**src/rtl/alu_rs_pkg.sv**
```systemverilog
// Shared widths, encodings and entry layout for the ALU reservation station.
package alu_rs_pkg;

  localparam int DATA_W  = 32;
  localparam int TAG_W   = 5;
  localparam int NAME_W  = 5;
  localparam int OP_W    = 5;
  localparam int ADDR_W  = 32;
  localparam int RS_SIZE = 8;
  localparam int IDX_W   = 3;

  // Tag layout: bit4 = operand already valid, bit3 = producer class (0 ALU, 1 LS),
  // bits[2:0] = producer entry.
  localparam logic [TAG_W-1:0]  TAG_FREE  = 5'b10000;
  localparam logic [DATA_W-1:0] DATA_FREE = '0;
  localparam logic [NAME_W-1:0] NAME_FREE = '0;
  localparam logic [OP_W-1:0]   NOP       = '0;
  localparam logic              ENABLE    = 1'b1;
  localparam logic              DISABLE   = 1'b0;

  // One operand slot: either a pending producer tag or a value tagged TAG_FREE.
  typedef struct packed {
    logic [TAG_W-1:0]  tag;
    logic [DATA_W-1:0] data;
  } operand_t;

  // One result broadcast bus.
  typedef struct packed {
    logic              en;
    logic [TAG_W-1:0]  tag;
    logic [DATA_W-1:0] data;
  } cdb_t;

  // Payload of a reservation-station entry (control bits are held separately).
  typedef struct packed {
    logic [OP_W-1:0]   op;
    logic [ADDR_W-1:0] addr;
    operand_t          opnd_o;
    operand_t          opnd_t;
    logic [TAG_W-1:0]  tag_w;
    logic [NAME_W-1:0] name_w;
  } rs_entry_t;

  // Resolve a pending operand against both broadcast buses. A value that is
  // already valid is never overwritten, even if its data happens to match a tag.
  function automatic operand_t snoop(input operand_t cur, input cdb_t alu_cdb,
                                     input cdb_t ls_cdb);
    operand_t res;
    res = cur;
    if (cur.tag != TAG_FREE) begin
      if (alu_cdb.en && (cur.tag == alu_cdb.tag)) begin
        res.tag  = TAG_FREE;
        res.data = alu_cdb.data;
      end else if (ls_cdb.en && (cur.tag == ls_cdb.tag)) begin
        res.tag  = TAG_FREE;
        res.data = ls_cdb.data;
      end
    end
    return res;
  endfunction

endpackage

```
**src/rtl/alu_rs_pick.sv**
```systemverilog
// Find-first selector: lowest-index set bit of the ready vector.
module rs_pick
  import alu_rs_pkg::*;
(
  input  logic [RS_SIZE-1:0] ready,
  output logic [IDX_W-1:0]   idx,
  output logic               valid
);

  // Scan from the top down so the lowest ready index is the last one written.
  always_comb begin
    // NOTE: defaults first so every path assigns both outputs and no latch is inferred.
    idx   = '0;
    valid = 1'b0;
    for (int i = RS_SIZE - 1; i >= 0; i--) begin
      if (ready[i]) begin
        idx   = IDX_W'(i);
        valid = 1'b1;
      end
    end
  end

endmodule

```
**src/rtl/alu_rs.sv**
```systemverilog
// Eight-entry reservation station for the ALU: accepts dispatched instructions,
// snoops both result buses for missing operands and issues one ready entry per cycle.
module alu_rs
  import alu_rs_pkg::*;
(
  input  logic                clk,
  input  logic                rst,

  input  logic                ALUen,
  input  logic [DATA_W-1:0]   ALUoperandO,
  input  logic [DATA_W-1:0]   ALUoperandT,
  input  logic [TAG_W-1:0]    ALUtagO,
  input  logic [TAG_W-1:0]    ALUtagT,
  input  logic [TAG_W-1:0]    ALUtagW,
  input  logic [NAME_W-1:0]   ALUnameW,
  input  logic [OP_W-1:0]     ALUop,
  input  logic [ADDR_W-1:0]   ALUaddr,

  input  logic                enALUCDB,
  input  logic [TAG_W-1:0]    ALUCDBtag,
  input  logic [DATA_W-1:0]   ALUCDBdata,
  input  logic                enLSCDB,
  input  logic [TAG_W-1:0]    LSCDBtag,
  input  logic [DATA_W-1:0]   LSCDBdata,

  output logic [RS_SIZE-1:0]  ALUfreeStatus,

  output logic                exEn,
  output logic [DATA_W-1:0]   exOperandO,
  output logic [DATA_W-1:0]   exOperandT,
  output logic [OP_W-1:0]     exOp,
  output logic [ADDR_W-1:0]   exAddr,
  output logic [TAG_W-1:0]    exTagW,
  output logic [NAME_W-1:0]   exNameW
);

  // Control state: busy = entry allocated; issued = entry sent to the ALU at the
  // last edge and released at the next one, so the dispatcher sees it free the
  // cycle after exEn.
  logic [RS_SIZE-1:0] busy;
  logic [RS_SIZE-1:0] issued;
  logic [RS_SIZE-1:0] ready;
  rs_entry_t          entry [RS_SIZE];

  cdb_t               alu_cdb;
  cdb_t               ls_cdb;
  rs_entry_t          in_entry;
  logic [IDX_W-1:0]   dispatch_idx;
  logic               dispatch_ok;
  logic [IDX_W-1:0]   pick_idx;
  logic               pick_valid;

  assign alu_cdb = '{en: enALUCDB, tag: ALUCDBtag, data: ALUCDBdata};
  assign ls_cdb  = '{en: enLSCDB,  tag: LSCDBtag,  data: LSCDBdata};

  // A dispatch into an occupied entry is a dispatcher error and is dropped.
  assign dispatch_idx = ALUtagW[IDX_W-1:0];
  assign dispatch_ok  = ALUen && !busy[dispatch_idx];

  // Build the incoming entry, applying same-cycle broadcast bypass to each operand.
  always_comb begin
    in_entry.op     = ALUop;
    in_entry.addr   = ALUaddr;
    in_entry.opnd_o = snoop('{tag: ALUtagO, data: ALUoperandO}, alu_cdb, ls_cdb);
    in_entry.opnd_t = snoop('{tag: ALUtagT, data: ALUoperandT}, alu_cdb, ls_cdb);
    in_entry.tag_w  = ALUtagW;
    in_entry.name_w = ALUnameW;
  end

  // Ready uses registered tags only; a broadcast wakes an entry one edge later.
  always_comb begin
    for (int i = 0; i < RS_SIZE; i++) begin
      ready[i] = busy[i] && !issued[i] &&
                 (entry[i].opnd_o.tag == TAG_FREE) &&
                 (entry[i].opnd_t.tag == TAG_FREE);
    end
  end

  rs_pick u_pick (
    .ready (ready),
    .idx   (pick_idx),
    .valid (pick_valid)
  );

  // Allocation, issue marking and release of entries.
  always_ff @(posedge clk) begin
    // NOTE: non-blocking assignments so every entry sees pre-edge state regardless of loop order.
    if (rst) begin
      busy   <= '0;
      issued <= '0;
    end else begin
      for (int i = 0; i < RS_SIZE; i++) begin
        if (issued[i]) begin
          busy[i]   <= 1'b0;
          issued[i] <= 1'b0;
        end else if (pick_valid && (pick_idx == IDX_W'(i))) begin
          issued[i] <= 1'b1;
        end else if (dispatch_ok && (dispatch_idx == IDX_W'(i))) begin
          busy[i] <= 1'b1;
        end
      end
    end
  end

  // Entry payload: written on dispatch, otherwise busy entries snoop the broadcasts.
  always_ff @(posedge clk) begin
    // NOTE: payload storage is deliberately not reset; busy gates every use of it.
    for (int i = 0; i < RS_SIZE; i++) begin
      if (dispatch_ok && (dispatch_idx == IDX_W'(i))) begin
        entry[i] <= in_entry;
      end else if (busy[i]) begin
        entry[i].opnd_o <= snoop(entry[i].opnd_o, alu_cdb, ls_cdb);
        entry[i].opnd_t <= snoop(entry[i].opnd_t, alu_cdb, ls_cdb);
      end
    end
  end

  // Issue register: loads the selected entry, holds the last values when idle.
  always_ff @(posedge clk) begin
    if (rst) begin
      exEn       <= DISABLE;
      exOperandO <= DATA_FREE;
      exOperandT <= DATA_FREE;
      exOp       <= NOP;
      exAddr     <= '0;
      exTagW     <= TAG_FREE;
      exNameW    <= NAME_FREE;
    end else begin
      exEn <= pick_valid ? ENABLE : DISABLE;
      if (pick_valid) begin
        exOperandO <= entry[pick_idx].opnd_o.data;
        exOperandT <= entry[pick_idx].opnd_t.data;
        exOp       <= entry[pick_idx].op;
        exAddr     <= entry[pick_idx].addr;
        exTagW     <= entry[pick_idx].tag_w;
        exNameW    <= entry[pick_idx].name_w;
      end
    end
  end

  assign ALUfreeStatus = ~busy;

endmodule

```
**config.mk**
```make
export PLATFORM = sky130hd
export DESIGN_NAME = alu_rs
export DESIGN_NICKNAME = d
export VERILOG_FILES = /design/src/rtl/alu_rs_pkg.sv /design/src/rtl/alu_rs_pick.sv /design/src/rtl/alu_rs.sv
export SDC_FILE = /design/constraint.sdc
export NUM_CORES = 2
export LEC_CHECK = 0
export CORE_MARGIN = 2
export CORE_UTILIZATION = 55
export DETAILED_ROUTE_END_ITERATION = 16
export PLACE_DENSITY = 0.74
export SETUP_SLACK_MARGIN = 0.2
export SLEW_MARGIN = 20
export SYNTH_ARGS = -nofsm -noshare
export SYNTH_HDL_FRONTEND = slang
export SYNTH_HIERARCHICAL = 1
export SYNTH_SLANG_ARGS = --single-unit
export TNS_END_PERCENT = 1
```
**constraint.sdc**
```tcl
create_clock -name clk -period 7.6 [get_ports clk]
set_input_delay 1.14 -clock clk [delete_from_list [all_inputs] [get_ports clk]]
set_output_delay 1.14 -clock clk [all_outputs]
set_load 0.01 [all_outputs]
```
==> flow_summary_export.csv <==
group,metric,value,unit
clock_tree,insertion_delay,0.72,ns
clock_tree,cts_tree,"done",
layout,fillCellCount,7539,
logic_synthesis,synth_seq_area_share,0.5580,
floorplan,start_util,0.5556,
sta,hold_viol,0,
grt,grt_use_total,0.3260,
clock_tree,cts_hold_buffers,0,
setup_path,reg2reg_slack,2.63,ns
setup_path,worst-r2r-cell-count,9,
setup_path,crit_family,"simple AND/OR/NAND/NOR gates",
setup_path,path_cells,"inv_1, nor4_1, nor4_1, nor2b_4, buf_4, buf_4, mux2i_1, a21oi_1, or2_2",
logic_synthesis,netlist-cell-type-count,51,
grt,antenna_found_initial,9,
setup_path,cp_max_fo,88,
floorplan,die_h,325.0,um
power,clkPwrFrac,0.434,
route,routed_wl,175500,um
sta,period_minus_slack,4.965,ns
clock_tree,clock-root-buffer,"clkbuf_16",
run_status,status,"complete, no violations",
setup_path,slowest_delay,1.04,ns
setup_path,critPathLaunch,"busy[5]",
grt,grt_pass1_vias,38630,
power,p_per_area,214.7,mW/mm^2
power,power.share.sequential,0.488,
route,postRouteAntennaNets,0,
layout,final_nets,4643,
layout,final_core_util,0.6345,
grt,grt_pass1_wl,256300,um
sta,setup_viol,0,
setup_path,r2r_end,"exTagW[4]",
setup_path,critical_path_class,"flip-flop to flip-flop",
setup_path,crit_path_end_kind,"flip-flop",
power,vdd_drop_max,0.1822,mV
route,vias,39280,
setup_path,slowest_stage,"dfxtp_4",
power,power.total,13.90,mW
floorplan,core_area,0.1020,sq mm
clock_tree,cts_resized,0,
logic_synthesis,async_flop_share,0,
layout,area_delta_synth_final,14.21,%
grt,grt-ovfl-total,0,
setup_path,crit_arrival,5.58,ns
setup_path,crit_path_end,"exTagW[4]",
clock_tree,cts_made_buffers,117,
setup_path,crit_path_start_kind,"flip-flop",
sta,postLayoutSetupSlackWorst,2.635,ns
clock_tree,clock_path_buffers,3,
route,drc_errors,0,
logic_synthesis,avgSynthCellArea,12.94,sq um
job,cap_violations,0,
clock_tree,path_clk_slew,0.06,ns
layout,drive_above_1_share,0.2481,
power,intPower,10.70,mW
route,drt_iter0_drc,5314,
logic_synthesis,synth_edf_count,968,
logic_synthesis,netlist_instances,4382,
setup_path,worst-path-buf-inv,3,
logic_synthesis,ys_seq_elements,1096,
route,routedWlPerCell,29.64,um
floorplan,rows,117,
sta,fin_setup_tns,0,ns
power,p_leak,19.52,nW
route,dr.pass1.iters,8,
setup_path,critPathRequiredTime,8.21,ns
setup_path,crit_cells,9,
worst_hold_path,hp-class,"flip-flop to flip-flop",
logic_synthesis,yosys_most_used_dff,"edfxtp_1",
worst_hold_path,hold_depth,2,
sta,post-route-period-util,0.6534,
logic_synthesis,synth_area,0.05669,sq mm
sta,rsz0062_at_grt,"no",
power,power_frac_comb,0.078,
floorplan,num_io_pins,320,
sta,final_max_slew_viol_count,0,
sta,fmax,201.4,MHz
route,vias_per_cell,6.636,
logic_synthesis,yosysWarnings,6,
power,p_sw,3.203,mW
floorplan,die_width,325.0,um
logic_synthesis,synth_fp_nets,4582,
sta,holdWs,0.4829,ns
power,p_sw_frac,0.2304,
sta,relSlewSlack,0.1370,
sta,clock_skew,0.03748,ns
placed_design,place_congestion,0.8781,
setup_path,r2r_start,"busy[5]",
placed_design,dpl_worst_slack,2.387,ns
grt,grt_max_degree,154,
clock_tree,htree_num_levels,3,
clock_tree,cts_setup_buffers,0,
placed_design,dpl.hpwl,98390,um
sta,tightest_slew,1.287,ns
placed_design,port-buffer-count,319,
floorplan,fp.dieArea,0.1057,sq mm
clock_tree,clock-sinks,1096,
-- worst min-delay path by stage --
stage | start | endpoint | slack (ns)
2_1_floorplan | issued[0] | issued[0] | 0.42
3_3_place_gp | issued[7] | busy[7] | 0.46
3_5_place_dp | issued[3] | busy[3] | 0.47
4_1_cts | issued[5] | busy[5] | 0.48
5_1_grt | exOperandT[28] | exOperandT[28] | 0.50
6_report | exOperandO[9] | exOperandO[9] | 0.48
-- cell usage in the layout (no fill, tap or decap), types with 10 or more instances in the layout --
master	instances
inv_1	10
nor2_1	183
a21oi_1	32
and2_1	11
o22ai_4	15
clkbuf_8	14
o21ai_0	386
or3_1	34
mux2_2	479
edfxtp_1	968
mux2i_1	175
mux4_2	222
dfxtp_1	121
clkbuf_1	17
buf_4	99
o221ai_1	32
clkinv_2	26
o21ai_1	65
bufinv_16	17
clkdlybuf4s50_1	318
and3_2	16
xnor2_1	47
clkinv_1	11
nor4_1	61
xor2_1	130
o22ai_1	37
clkbuf_16	118
o22a_1	32
and3_1	22
nor3_1	14
clkinvlp_4	10
o22ai_2	45
o21ai_4	14
a31oi_1	26
nand2_1	545
a211oi_1	110
-- per-layer routing --
| metal | track usage | part of all wire |
|---|---|---|
| met5 | 0 | 0 |
| met4 | 0.1461 | 0.046 |
| met3 | 0.07086 | 0.12 |
| met2 | 0.5044 | 0.46 |
| met1 | 0.4447 | 0.38 |
-- synth_stat cells, drive strengths merged (14+ instances only) --
cell    number  area share
dfxtp      128       0.045
nor3        15      0.0013
mux4       222       0.088
nor4        62      0.0070
nor2       185       0.012
xnor2       47      0.0073
edfxtp     968        0.51
mux2       480       0.095
inv         18      0.0012
clkbuf     328       0.022
or3         34      0.0038
o221ai      32      0.0049
a31oi       26      0.0029
o21ai      465       0.041
a21oi       34      0.0032
o22a        32      0.0049
o22ai       97       0.019
a211oi     111       0.015
and3        38      0.0042
buf        154       0.015
mux2i      175       0.031
xor2       130       0.020
nand2      546       0.036
and2        14      0.0015
-- area by class of cell --
| class | count | area (sq um) | share of cell area |
|---|---|---|---|
| Tap cell | 1368 | 1712 | 0.02644 |
| Clock inverter | 73 | 843.3 | 0.01303 |
| Multi-Input combinational cell | 2785 | 23180 | 0.3580 |
| Antenna cell | 5 | 12.51 | 0.0001933 |
| Clock buffer | 149 | 3209 | 0.04957 |
| Timing Repair Buffer | 424 | 4058 | 0.06267 |
| Inverter | 19 | 71.32 | 0.001102 |
| Sequential cell | 1096 | 31660 | 0.4890 |
-- worst min-delay path, cell delays in order, from the launching register on --
cell	delay (ns)
dfxtp_1	0.30
nor2_1	0.08
a211oi_1	0.05
-- stage by stage --
stage,std cells,cell area [sq um]
global route,5918,64740
global placement,5692,60680
finish,5919,64740
detailed placement,5692,60680
CTS,5914,64730
floorplan,4382,56690
-- cells by family (layout without fill, tap and decap cells) --
family / count (synthesis) / after routing / synth area share
compound gates: 804 / 804 / 0.09211
xor+xnor: 177 / 177 / 0.02735
buf+inv: 501 / 665 / 0.03812
flops: 1096 / 1096 / 0.5580
mux: 877 / 877 / 0.2145
other cells: 0 / 5 / 0
simple gates: 927 / 927 / 0.06995
-- registers in the layout, indices dropped and copies added (netlist names) --
| name | count |
|---|---|
| busy | 8 |
| entry | 968 |
| exAddr | 32 |
| exEn | 1 |
| exNameW | 5 |
| exOp | 5 |
| exOperandO | 32 |
| exOperandT | 32 |
| exTagW | 5 |
| issued | 8 |
-- power groups by stage --
stage	registers, mW	clock network, mW	logic (mW)
finish	6.79	6.03	1.09
global route	6.79	6.29	1.16
CTS	6.78	6.06	1.06
detailed placement	6.91	0	1.05
global placement	6.91	0	1.03
floorplan	6.88	0	0.661
Power figures use the tool's default switching activity.
